===== src/rtl/dmem_arb_if.sv =====
// Bundle of CPU, loader and data-memory signals around the DMEM arbiter.
// slave  : the arbiter's view (takes requests, drives the memory).
// master : the environment's view (requesters and the memory itself).
interface dmem_arb_if #(
   parameter int AW = 16,
   parameter int DW = 32
);
   logic          cpu_req;
   logic          cpu_we;
   logic [AW-1:0] cpu_addr;
   logic [DW-1:0] cpu_wdata;
   logic          cpu_gnt;
   logic          cpu_done;
   logic [DW-1:0] cpu_rdata;

   logic          ldr_req;
   logic          ldr_we;
   logic [AW-1:0] ldr_addr;
   logic [DW-1:0] ldr_wdata;
   logic          ldr_lock;
   logic          ldr_gnt;
   logic          ldr_done;
   logic [DW-1:0] ldr_rdata;

   logic          mem_en;
   logic          mem_we;
   logic [AW-1:0] mem_addr;
   logic [DW-1:0] mem_wdata;
   logic [DW-1:0] mem_rdata;

   modport slave (
      input  cpu_req, cpu_we, cpu_addr, cpu_wdata,
      output cpu_gnt, cpu_done, cpu_rdata,
      input  ldr_req, ldr_we, ldr_addr, ldr_wdata, ldr_lock,
      output ldr_gnt, ldr_done, ldr_rdata,
      output mem_en, mem_we, mem_addr, mem_wdata,
      input  mem_rdata
   );

   modport master (
      output cpu_req, cpu_we, cpu_addr, cpu_wdata,
      input  cpu_gnt, cpu_done, cpu_rdata,
      output ldr_req, ldr_we, ldr_addr, ldr_wdata, ldr_lock,
      input  ldr_gnt, ldr_done, ldr_rdata,
      input  mem_en, mem_we, mem_addr, mem_wdata,
      output mem_rdata
   );
endinterface


===== src/rtl/dmem_arb.sv =====
// Arbiter sharing the single-port DMEM between the CPU and the loader.
// One access in flight: grant (IDLE) -> memory strobe (ACCESS) -> done (RESP).
//
//   state  | meaning
//   -------+-------------------------------------------------------
//   IDLE   | arbitrate; gnt is combinational, winner captured on edge
//   ACCESS | mem_en high, captured we/addr/wdata drive the memory
//   RESP   | owner's done pulse, read data forwarded from mem_rdata
module dmem_arb #(
   parameter int AW       = 16,
   parameter int DW       = 32,
   parameter int LOCK_MAX = 8
) (
   input  logic         clk,
   input  logic         rst,
   dmem_arb_if.slave    bus
);
   typedef enum logic [1:0] {IDLE, ACCESS, RESP} state_t;

   localparam logic       OWN_CPU    = 1'b0;
   localparam logic       OWN_LDR    = 1'b1;
   localparam logic [7:0] LOCK_MAX_C = 8'(LOCK_MAX);

   state_t        state_q, state_d;
   logic          owner_q, owner_d;      // owner of the most recent grant
   logic          lock_q, lock_d;        // ldr_lock seen at that grant
   logic [7:0]    lock_cnt_q, lock_cnt_d;
   logic          we_q, we_d;
   logic [AW-1:0] addr_q, addr_d;
   logic [DW-1:0] wdata_q, wdata_d;

   logic          lock_active;
   logic          cpu_win;
   logic          ldr_win;

   // Arbitration and next-state/capture logic.
   always_comb begin
      state_d    = state_q;
      owner_d    = owner_q;
      lock_d     = lock_q;
      lock_cnt_d = lock_cnt_q;
      we_d       = we_q;
      addr_d     = addr_q;
      wdata_d    = wdata_q;
      cpu_win    = 1'b0;
      ldr_win    = 1'b0;

      // Lock only persists while the loader keeps ldr_lock high after a locked grant.
      lock_active = (owner_q == OWN_LDR) && lock_q && bus.ldr_lock;

      if ((state_q == IDLE) && !rst) begin
         if (bus.cpu_req && bus.ldr_req) begin
            if (lock_active && (lock_cnt_q < LOCK_MAX_C)) begin
               ldr_win = 1'b1;
            end else if (owner_q == OWN_LDR) begin
               cpu_win = 1'b1;
            end else begin
               ldr_win = 1'b1;
            end
         end else begin
            cpu_win = bus.cpu_req;
            ldr_win = bus.ldr_req;
         end
      end

      case (state_q)
         IDLE: begin
            if (cpu_win) begin
               state_d    = ACCESS;
               owner_d    = OWN_CPU;
               lock_d     = 1'b0;
               lock_cnt_d = 8'd0;
               we_d       = bus.cpu_we;
               addr_d     = bus.cpu_addr;
               wdata_d    = bus.cpu_wdata;
            end else if (ldr_win) begin
               state_d    = ACCESS;
               owner_d    = OWN_LDR;
               lock_d     = bus.ldr_lock;
               we_d       = bus.ldr_we;
               addr_d     = bus.ldr_addr;
               wdata_d    = bus.ldr_wdata;
               if (!bus.ldr_lock) begin
                  lock_cnt_d = 8'd0;
               end else if (lock_cnt_q < LOCK_MAX_C) begin
                  lock_cnt_d = lock_cnt_q + 8'd1;
               end
            end
         end
         ACCESS:  state_d = RESP;
         RESP:    state_d = IDLE;
         default: state_d = IDLE;
      endcase
   end

   // State and capture registers; synchronous reset aborts any in-flight access.
   always_ff @(posedge clk) begin
      if (rst) begin
         state_q    <= IDLE;
         owner_q    <= OWN_LDR;
         lock_q     <= 1'b0;
         lock_cnt_q <= 8'd0;
         we_q       <= 1'b0;
         addr_q     <= '0;
         wdata_q    <= '0;
      end else begin
         state_q    <= state_d;
         owner_q    <= owner_d;
         lock_q     <= lock_d;
         lock_cnt_q <= lock_cnt_d;
         we_q       <= we_d;
         addr_q     <= addr_d;
         wdata_q    <= wdata_d;
      end
   end

   assign bus.cpu_gnt   = cpu_win;
   assign bus.ldr_gnt   = ldr_win;

   assign bus.mem_en    = (state_q == ACCESS);
   assign bus.mem_we    = (state_q == ACCESS) && we_q;
   assign bus.mem_addr  = addr_q;
   assign bus.mem_wdata = wdata_q;

   // The memory returns read data in the cycle after the strobe, i.e. during RESP.
   assign bus.cpu_done  = (state_q == RESP) && (owner_q == OWN_CPU);
   assign bus.ldr_done  = (state_q == RESP) && (owner_q == OWN_LDR);
   assign bus.cpu_rdata = (bus.cpu_done && !we_q) ? bus.mem_rdata : '0;
   assign bus.ldr_rdata = (bus.ldr_done && !we_q) ? bus.mem_rdata : '0;
endmodule


===== src/flat_wrapper.sv =====
// flat-port wrapper written by rule: the top's interface ports become plain ports
module dmem_arb_flat 
#(
   parameter int AW       = 16,
   parameter int DW       = 32,
   parameter int LOCK_MAX = 8
)
  (clk, rst, bus_cpu_req, bus_cpu_we, bus_cpu_addr, bus_cpu_wdata, bus_cpu_gnt, bus_cpu_done, bus_cpu_rdata, bus_ldr_req, bus_ldr_we, bus_ldr_addr, bus_ldr_wdata, bus_ldr_lock, bus_ldr_gnt, bus_ldr_done, bus_ldr_rdata, bus_mem_en, bus_mem_we, bus_mem_addr, bus_mem_wdata, bus_mem_rdata);
  dmem_arb_if #(.AW(AW), .DW(DW)) bus_i ();
  input  logic clk;
  input  logic rst;
  input wire logic [$bits(bus_i.cpu_req)-1:0] bus_cpu_req;
  input wire logic [$bits(bus_i.cpu_we)-1:0] bus_cpu_we;
  input wire logic [$bits(bus_i.cpu_addr)-1:0] bus_cpu_addr;
  input wire logic [$bits(bus_i.cpu_wdata)-1:0] bus_cpu_wdata;
  output wire logic [$bits(bus_i.cpu_gnt)-1:0] bus_cpu_gnt;
  output wire logic [$bits(bus_i.cpu_done)-1:0] bus_cpu_done;
  output wire logic [$bits(bus_i.cpu_rdata)-1:0] bus_cpu_rdata;
  input wire logic [$bits(bus_i.ldr_req)-1:0] bus_ldr_req;
  input wire logic [$bits(bus_i.ldr_we)-1:0] bus_ldr_we;
  input wire logic [$bits(bus_i.ldr_addr)-1:0] bus_ldr_addr;
  input wire logic [$bits(bus_i.ldr_wdata)-1:0] bus_ldr_wdata;
  input wire logic [$bits(bus_i.ldr_lock)-1:0] bus_ldr_lock;
  output wire logic [$bits(bus_i.ldr_gnt)-1:0] bus_ldr_gnt;
  output wire logic [$bits(bus_i.ldr_done)-1:0] bus_ldr_done;
  output wire logic [$bits(bus_i.ldr_rdata)-1:0] bus_ldr_rdata;
  output wire logic [$bits(bus_i.mem_en)-1:0] bus_mem_en;
  output wire logic [$bits(bus_i.mem_we)-1:0] bus_mem_we;
  output wire logic [$bits(bus_i.mem_addr)-1:0] bus_mem_addr;
  output wire logic [$bits(bus_i.mem_wdata)-1:0] bus_mem_wdata;
  input wire logic [$bits(bus_i.mem_rdata)-1:0] bus_mem_rdata;
  assign bus_i.cpu_req = bus_cpu_req;
  assign bus_i.cpu_we = bus_cpu_we;
  assign bus_i.cpu_addr = bus_cpu_addr;
  assign bus_i.cpu_wdata = bus_cpu_wdata;
  assign bus_cpu_gnt = bus_i.cpu_gnt;
  assign bus_cpu_done = bus_i.cpu_done;
  assign bus_cpu_rdata = bus_i.cpu_rdata;
  assign bus_i.ldr_req = bus_ldr_req;
  assign bus_i.ldr_we = bus_ldr_we;
  assign bus_i.ldr_addr = bus_ldr_addr;
  assign bus_i.ldr_wdata = bus_ldr_wdata;
  assign bus_i.ldr_lock = bus_ldr_lock;
  assign bus_ldr_gnt = bus_i.ldr_gnt;
  assign bus_ldr_done = bus_i.ldr_done;
  assign bus_ldr_rdata = bus_i.ldr_rdata;
  assign bus_mem_en = bus_i.mem_en;
  assign bus_mem_we = bus_i.mem_we;
  assign bus_mem_addr = bus_i.mem_addr;
  assign bus_mem_wdata = bus_i.mem_wdata;
  assign bus_i.mem_rdata = bus_mem_rdata;
  dmem_arb #(.AW(AW), .DW(DW), .LOCK_MAX(LOCK_MAX)) u_core (.clk(clk), .rst(rst), .bus(bus_i));
endmodule

===== config.mk =====
export PLATFORM = sky130hd
export DESIGN_NAME = dmem_arb_flat
export DESIGN_NICKNAME = d
export VERILOG_FILES = /design/src/rtl/dmem_arb_if.sv /design/src/rtl/dmem_arb.sv /design/src/flat_wrapper.sv
export SDC_FILE = /design/constraint.sdc
export NUM_CORES = 1
export LEC_CHECK = 0
export CAP_MARGIN = 5
export CORE_UTILIZATION = 34
export DETAILED_ROUTE_END_ITERATION = 8
export GPL_ROUTABILITY_DRIVEN = 0
export PLACE_DENSITY = 0.92
export SYNTH_ARGS = -nofsm -noshare
export SYNTH_HDL_FRONTEND = slang
export SYNTH_SLANG_ARGS = --single-unit

===== constraint.sdc =====
create_clock -name clk -period 2 [get_ports clk]
set_input_delay 0.4 -clock clk [delete_from_list [all_inputs] [get_ports clk]]
set_output_delay 0.4 -clock clk [all_outputs]
set_load 0.01 [all_outputs]

==> results of run 1 <==
==> flip-flops by register name, indices dropped and copies added, names as in the netlist <==
name                  count
u_core.bus.mem_addr      16
u_core.state_q            2
u_core.we_q               1
u_core.bus.mem_wdata     32
u_core.lock_cnt_q         8
u_core.owner_q            1
u_core.lock_q             1
==> layout by cell type, fill, tap and decap left out, types with 4 or more instances in the layout <==
master / count
sky130_fd_sc_hd__a21oi_1: 50
sky130_fd_sc_hd__a32oi_1: 48
sky130_fd_sc_hd__and2_1: 30
sky130_fd_sc_hd__and2_4: 36
sky130_fd_sc_hd__buf_2: 34
sky130_fd_sc_hd__buf_4: 33
sky130_fd_sc_hd__buf_6: 44
sky130_fd_sc_hd__clkbuf_8: 9
sky130_fd_sc_hd__clkdlybuf4s50_1: 182
sky130_fd_sc_hd__dfxtp_1: 58
sky130_fd_sc_hd__nand2_1: 5
sky130_fd_sc_hd__nor3b_1: 4
sky130_fd_sc_hd__o211ai_1: 50
==> power breakdown <==
| part | switching, W | total [W] | internal [W] | leakage, nW |
|---|---|---|---|---|
| clock network | 0.000560 | 0.00115 | 0.000593 | 0.101 |
| logic | 0.000476 | 0.00108 | 0.000605 | 1.89 |
| registers | 0.0000541 | 0.00135 | 0.00129 | 0.499 |
==> stage by stage <==
step | util, % | cells
after detailed placement | 64.8 | 722
after CTS | 67.1 | 752
after global routing | 69.9 | 756
after floorplan | - | 373
final | 69.9 | 756
after global placement | 64.8 | 722
==> cell type report <==
class | count | area [µm²]
timing repair buffer | 300 | 2840
tap | 111 | 139
clock inverter | 7 | 81.3
sequential | 61 | 1230
fill | 690 | 2770
clock buffer | 9 | 124
antenna | 1 | 2.50
multi-input combinational | 263 | 1990
inverter | 4 | 17.5
==> timing repair <==
action | CTS | global route
setup endpoints to repair | 124 | 116
pin swaps | 18 | 24
setup buffers | 9 | 8
cloned | 5 | 0
resized for setup | 321 | 61
hold endpoints to repair | 0 | 0
==> final timing paths <==
kind	startpoint	to	slack (ns)	depth (start not counted)
worst max-delay path	u_core.owner_q	bus_ldr_rdata[16]	-0.07	7
worst min-delay path	u_core.lock_cnt_q[5]	u_core.lock_cnt_q[5]	0.50	1
worst max register to register	u_core.state_q[0]	u_core.lock_cnt_q[0]	0.02	7
worst min register to register	u_core.lock_cnt_q[5]	u_core.lock_cnt_q[5]	0.50	1
==> worst max-delay path, stage by stage (launching register included) <==
cell and delay [ns]:
sky130_fd_sc_hd__dfxtp_4 0.38, sky130_fd_sc_hd__inv_4 0.04, sky130_fd_sc_hd__nor3b_4 0.19, sky130_fd_sc_hd__nor2b_4 0.22, sky130_fd_sc_hd__buf_6 0.13, sky130_fd_sc_hd__buf_8 0.13, sky130_fd_sc_hd__and2_4 0.15, sky130_fd_sc_hd__buf_6 0.09
==> routing by layer <==
layer / vias up / part of all wire (%) / track usage [%]
li1: 1981 / - / -
met4: 0 / 2.3 / 10.4
met3: 32 / 6.9 / 7.03
met2: 222 / 52 / 48.7
met5: - / 0 / 0
met1: 2066 / 39 / 31.0
==> logic make-up (layout without fill, tap and decap cells) <==
| family | count (synthesis) | in the layout |
|---|---|---|
| other | 0 | 1 |
| flip-flops | 61 | 61 |
| buffers and inverters | 49 | 320 |
| adder cells (fa/ha/maj) | 1 | 1 |
| AND/OR/NAND/NOR | 104 | 104 |
| AO/OA/AOI/OAI | 158 | 158 |
==> load_flow_metrics.sql, run 1 <==
INSERT INTO impl_metrics (metric_group, metric, value, unit) VALUES
('status', 'run_status', 'finished with violations', ''),
('status', 'violations_in_the_final_reports', 'setup timing', ''),
('clocking', 'clock_tree.buffer_depth', '2', ''),
('setup_path', 'critPathRequiredTime', '1.60', 'ns'),
('synth', 'cell_accounting_for_the_most_synthesized_area', 'sky130_fd_sc_hd__dfxtp_1', ''),
('clocking', 'cts_hold_repair.buffers', '0', ''),
('cells_and_area', 'area_growth', '99.9', '%'),
('setup_path', 'timing.critical_path.to_type', 'primary output', ''),
('clocking', 'htree_num_levels', '3', ''),
('place', 'place.detailed.hpwl', '9.37', 'mm'),
('setup_path', 'cp.arrival', '1.67', 'ns'),
('clocking', 'cts.reportedPaths.clkPinSlew', '0.07', 'ns'),
('place', 'detailedPlace.worstSlack', '-0.304', 'ns'),
('grt', 'grt_max_degree', '63', ''),
('synth', 'syn_avg_cell_area', '8.61', 'µm²'),
('power_and_ir_drop', 'total_power', '0.00358', 'W'),
('setup_path', 'crit_path_max_fanout', '8', ''),
('power_and_ir_drop', 'power_per_cell_area', '558', 'mW/mm²'),
('cells_and_area', 'final_cell_area', '0.00642', 'mm²'),
('sta', 'final.setup.tns', '-1.33', 'ns'),
('synth', 'synth_top_family_by_area', 'compound AO/OA/AOI/OAI gates', ''),
('cells_and_area', 'final_layout_size_suffix_gt1_share', '29.3', '%'),
('detailed_routing', 'detailedRoute.firstIterationViolations', '237', ''),
('synth', 'synth_xor_area_share', '0', '%'),
('power_and_ir_drop', 'peakVddDrop', '0.528', 'mV'),
('clocking', 'clk-insertion-delay-late', '0.34', 'ns'),
('synth', 'synthTopCellsByArea', 'sky130_fd_sc_hd__dfxtp_1 38%, sky130_fd_sc_hd__a32oi_1 13%, sky130_fd_sc_hd__and2_1 13%', ''),
('place', 'placed_cell_area', '0.00596', 'mm²'),
('detailed_routing', 'drc', '0', ''),
('sta', 'hold_viol_final', '0', ''),
('worst_hold_path', 'holdCritPathClass', 'reg2reg', ''),
('detailed_routing', 'routed_via_density', '5.69', ''),
('grt', 'global_route.usage.total', '27.2', '%'),
('synth', 'synth_top_cell_area_share', '38.0', '%'),
('power_and_ir_drop', 'static_leakage', '2.49', 'nW'),
('synth', 'mappedNetlistArea', '0.00321', 'mm²'),
('synth', 'synth.distinct_cells', '34', ''),
('detailed_routing', 'detailroute.via_count', '4301', ''),
('sta', 'period_share', '104', '%'),
('place', 'buffers_added_on_ports', '252', ''),
('synth', 'post_synth_fa_ha_maj_area_fraction', '0.389', '%'),
('synth', 'multiplexer_share_of_the_synthesized_area', '0', '%'),
('synth', 'ys.warnings.count', '0', ''),
('sta', 'setup_violations', '39', ''),
('detailed_routing', 'first_pass_iters', '5', ''),
('detailed_routing', 'final_antenna_net_count', '0', ''),
('synth', 'synth_most_common_cell', 'sky130_fd_sc_hd__and2_1', ''),
('clocking', 'clock_tree_from_tritoncts', 'built', ''),
('synth', 'synth-edff-count', '0', ''),
('synth', 'ys_seq_area_share', '38.0', '%'),
('synth', 'synth-seq-cells', '61', ''),
('detailed_routing', 'avgRoutedWirePerCell', '19.1', 'µm'),
('synth', 'synth_cells', '373', ''),
('grt', 'grt_pass1_vias', '4262', ''),
('synth', 'synth-simple-area-share', '20.2', '%'),
('die', 'core_region_area', '0.00920', 'mm²'),
('sta', 'slew_headroom', '55.3', '%'),
('sta', 'clock-skew-final', '0.0197', 'ns'),
('synth', 'asyncSetResetFlopFracSynth', '0', '%'),
('synth', 'synth_compound_area_share', '35.0', '%'),
('grt', 'grt_pass1_wl', '21.5', 'mm'),
('synth', 'synth.top_cells.by_count', '66 x sky130_fd_sc_hd__and2_1, 61 x sky130_fd_sc_hd__dfxtp_1, 51 x sky130_fd_sc_hd__a21oi_1', ''),
('setup_path', 'critical_path.startpoint_type', 'flip-flop', ''),
('sta', 'max_slew.worst_pin.slew', '0.671', 'ns'),
('sta', 'finalWorstSetupSlack', '-0.0746', 'ns'),
('clocking', 'clock_sinks', '61', ''),
('synth', 'mappedNetlistNets', '509', ''),
('clocking', 'cts_root_buf', 'sky130_fd_sc_hd__clkbuf_8', ''),
('die', 'fp.dieW', '99.2', 'µm'),
('sta', 'whs', '0.499', 'ns'),
('cells_and_area', 'layout.nets', '775', '');
No activity file was read; power rests on OpenSTA's default activity.
==> run 2, diff against run 1 <==
--- a/config.mk
+++ b/config.mk
@@ -10,6 +10,7 @@
 export DETAILED_ROUTE_END_ITERATION = 8
 export GPL_ROUTABILITY_DRIVEN = 0
 export PLACE_DENSITY = 0.92
+export SLEW_MARGIN = 20
 export SYNTH_ARGS = -nofsm -noshare
 export SYNTH_HDL_FRONTEND = slang
 export SYNTH_SLANG_ARGS = --single-unit
==> results of run 2 <==
Final layout, timing and power as in run 1 (identical DEF).
==> run 3, diff against run 2 <==
--- a/config.mk
+++ b/config.mk
@@ -9,6 +9,7 @@
 export CORE_UTILIZATION = 34
 export DETAILED_ROUTE_END_ITERATION = 8
 export GPL_ROUTABILITY_DRIVEN = 0
+export MAX_ROUTING_LAYER = met4
 export PLACE_DENSITY = 0.92
 export SLEW_MARGIN = 20
 export SYNTH_ARGS = -nofsm -noshare
==> run 3 against run 2 <==
  * The flow still finishes with violations (setup timing)
  * Hold slack improved by 0.0025 ns
  * Utilization unchanged
  * Sequential share of layout area did not move
  * Critical path depth is the same
  * Sequential cell count did not move
  * Clock skew rose by 0.0024 ns
  * Maximum frequency shrank 0.31%
  * Clock power barely moved
  * Wire length is 0.13% lower
  * Count of clock-buffer cells in the layout stayed put
  * Largest cell class unchanged
==> load_flow_metrics.sql, run 3 (same netlist as run 1, synthesis figures left out) <==
INSERT INTO impl_metrics (metric_group, metric, value, unit) VALUES
('status', 'violations_in_the_final_reports', 'setup timing', ''),
('clocking', 'clock_tree_from_tritoncts', 'built', ''),
('cells_and_area', 'layout.nets', '775', ''),
('detailed_routing', 'avgRoutedWirePerCell', '19.1', 'µm'),
('sta', 'clock-skew-final', '0.0221', 'ns'),
('clocking', 'cts_root_buf', 'sky130_fd_sc_hd__clkbuf_8', ''),
('die', 'io-pin-count', '253', ''),
('die', 'core_region_area', '0.00920', 'mm²'),
('setup_path', 'rr_endpoint', 'u_core.lock_cnt_q[0]', ''),
('grt', 'global_route.usage.total', '28.1', '%'),
('sta', 'finalWorstPathRequiredPeriod', '2.08', 'ns'),
('die', 'start_util', '34.9', '%'),
('grt', 'gr-usage-met1', '31.7', '%'),
('setup_path', 'worst-r2r-setup-slack', '0.06', 'ns'),
('detailed_routing', 'detailroute.via_count', '4276', ''),
('power_and_ir_drop', 'static_leakage', '2.49', 'nW'),
('detailed_routing', 'drc', '0', ''),
('setup_path', 'cp.arrival', '1.68', 'ns'),
('job', 'timing.max_cap.violations', '0', ''),
('place', 'detailedPlace.worstSlack', '-0.304', 'ns'),
('worst_hold_path', 'holdPathStages', '1', ''),
('grt', 'grt_util_met3', '6.11', '%'),
('worst_hold_path', 'min_from', 'u_core.lock_cnt_q[5]', ''),
('power_and_ir_drop', 'power_frac_comb', '30.1', '%'),
('sta', 'setup_violations', '40', ''),
('clocking', 'clock_sinks', '61', ''),
('power_and_ir_drop', 'swShare', '30.5', '%'),
('cells_and_area', 'layout.cells.most_common', 'sky130_fd_sc_hd__clkdlybuf4s50_1', ''),
('status', 'run_status', 'finished with violations', ''),
('detailed_routing', 'final_antenna_net_count', '0', ''),
('grt', 'globalRouteMet2Util', '48.6', '%'),
('die', 'chipHeight', '99.2', 'µm'),
('grt', 'antenna_found_initial', '1', ''),
('clocking', 'clock_tree.buffer_depth', '2', ''),
('setup_path', 'worst_r2r_path_depth', '7', ''),
('cells_and_area', 'flip_flop_count_of_the_largest_register_all_copies_and_words_added', '32', ''),
('setup_path', 'crit_path_max_fanout', '8', ''),
('detailed_routing', 'detailedRoute.firstIterationViolations', '233', ''),
('cells_and_area', 'layout_common_cells', '182 x sky130_fd_sc_hd__clkdlybuf4s50_1, 58 x sky130_fd_sc_hd__dfxtp_1, 50 x sky130_fd_sc_hd__o211ai_1, 50 x sky130_fd_sc_hd__a21oi_1, 48 x sky130_fd_sc_hd__a32oi_1', ''),
('sta', 'rsz0062_at_grt', 'true', ''),
('setup_path', 'timing.critical_path.to_type', 'primary output', ''),
('place', 'placed_cell_area', '0.00596', 'mm²'),
('power_and_ir_drop', 'net-switching-power', '0.00109', 'W'),
('sta', 'slew_headroom', '55.8', '%'),
('setup_path', 'critical_path.startpoint_type', 'flip-flop', ''),
('power_and_ir_drop', 'power.share.sequential', '37.6', '%'),
('grt', 'grt.overflow.total', '0', ''),
('power_and_ir_drop', 'peakVddDrop', '0.526', 'mV'),
('clocking', 'cts.reportedPaths.clkPinSlew', '0.07', 'ns'),
('die', 'fp-row-count', '35', ''),
('cells_and_area', 'area_growth', '99.9', '%'),
('place', 'buffers_added_on_ports', '252', ''),
('grt', 'grt_max_degree', '63', ''),
('grt', 'grt_pass1_wl', '21.5', 'mm'),
('sta', 'fmaxAchievable', '481', 'MHz'),
('sta', 'hold_viol_final', '0', ''),
('setup_path', 'crit_type', 'reg2out', ''),
('sta', 'max_slew.worst_pin.slew', '0.663', 'ns'),
('die', 'fp.dieArea', '0.00984', 'mm²'),
('cells_and_area', 'final_layout_size_suffix_gt1_share', '29.3', '%'),
('cells_and_area', 'final_cell_area', '0.00642', 'mm²'),
('die', 'fp.dieW', '99.2', 'µm'),
('power_and_ir_drop', 'p_int', '0.00249', 'W'),
('sta', 'period_share', '104', '%'),
('power_and_ir_drop', 'power_per_cell_area', '558', 'mW/mm²'),
('power_and_ir_drop', 'share_clk_of_total_power', '32.2', '%'),
('detailed_routing', 'routed_via_density', '5.66', ''),
('clocking', 'htree_num_levels', '3', ''),
('sta', 'finalWorstSetupSlack', '-0.0811', 'ns'),
('worst_hold_path', 'whs_endpoint', 'u_core.lock_cnt_q[5]', ''),
('setup_path', 'reg2reg_from', 'u_core.state_q[0]', ''),
('detailed_routing', 'postRouteWirelength', '14.4', 'mm'),
('worst_hold_path', 'holdCritPathClass', 'reg2reg', ''),
('place', 'place.detailed.hpwl', '9.37', 'mm'),
('grt', 'gr-max-usage-layer', 'met2', ''),
('setup_path', 'critPathRequiredTime', '1.60', 'ns'),
('clocking', 'tritoncts_buffers', '9', ''),
('detailed_routing', 'first_pass_iters', '4', ''),
('grt', 'grt_pass1_vias', '4269', ''),
('clocking', 'clk-insertion-delay-late', '0.35', 'ns'),
('sta', 'maxSlewViolCount', '0', '');
-- run 3: timing repair --
action / 4_1_cts / 5_1_grt
cloned: 5 / 0
setup buffers: 9 / 8
resized for setup: 321 / 61
hold buffers: 0 / 0
setup endpoints to repair: 124 / 116
pin swaps: 18 / 24
-- run 3: layer usage --
metal | wire length [µm] | up-vias
li1 | - | 1975
met1 | 5690 | 2059
met2 | 7490 | 215
met3 | 923 | 27
met4 | 317 | 0
met5 | 0 | -
-- run 3: how the worst max path moves through the flow --
stage | start | cells past startpoint | slack [ns] | end
final | u_core.owner_q | 7 | -0.08 | bus_ldr_rdata[16]
after global routing | u_core.owner_q | 7 | -0.15 | bus_ldr_rdata[16]
after CTS | u_core.owner_q | 8 | -0.12 | bus_ldr_rdata[5]
after detailed placement | bus_ldr_lock | 5 | -0.30 | bus_cpu_gnt
after global placement | bus_cpu_req | 5 | -0.30 | bus_ldr_gnt
after floorplan | rst | 5 | 0.06 | bus_ldr_gnt
-- run 3: power groups by stage --
| stage | logic (W) | registers (W) | clock network, W |
|---|---|---|---|
| 6_report | 0.00108 | 0.00135 | 0.00115 |
| 2_1_floorplan | 0.000352 | 0.00140 | 0 |
| 3_5_place_dp | 0.000995 | 0.00137 | 0 |
| 3_3_place_gp | 0.000972 | 0.00136 | 0 |
| 4_1_cts | 0.00103 | 0.00134 | 0.00118 |
| 5_1_grt | 0.00115 | 0.00136 | 0.00123 |
-- run 3: worst max-delay path: stages (launching register included) --
cell                      delay (ns)
sky130_fd_sc_hd__dfxtp_4        0.38
sky130_fd_sc_hd__inv_4          0.04
sky130_fd_sc_hd__nor3b_4        0.20
sky130_fd_sc_hd__nor2b_4        0.22
sky130_fd_sc_hd__buf_6          0.13
sky130_fd_sc_hd__buf_8          0.12
sky130_fd_sc_hd__and2_4         0.15
sky130_fd_sc_hd__buf_6          0.09
-- run 3: metrics by stage --
stage	setup TNS (ns)	instances	power [W]	util, %	hold WS [ns]
5_1_grt	-5.53	756	0.00373	69.9	0.515
3_3_place_gp	-13.27	722	0.00233	64.8	0.471
6_report	-1.58	756	0.00358	69.9	0.502
4_1_cts	-1.86	752	0.00355	67.1	0.492
3_5_place_dp	-18.68	722	0.00236	64.8	0.480
2_1_floorplan	0	373	0.00175	-	0.462
-- run 3: final cells by class --
type                            count  area (µm²)
Fill cell                         690        2770
Clock inverter                      7        81.3
Inverter                            4        17.5
Sequential cell                    61        1230
Multi-Input combinational cell    263        1990
Antenna cell                        1        2.50
Tap cell                          111         139
Timing Repair Buffer              300        2840
Clock buffer                        9         124
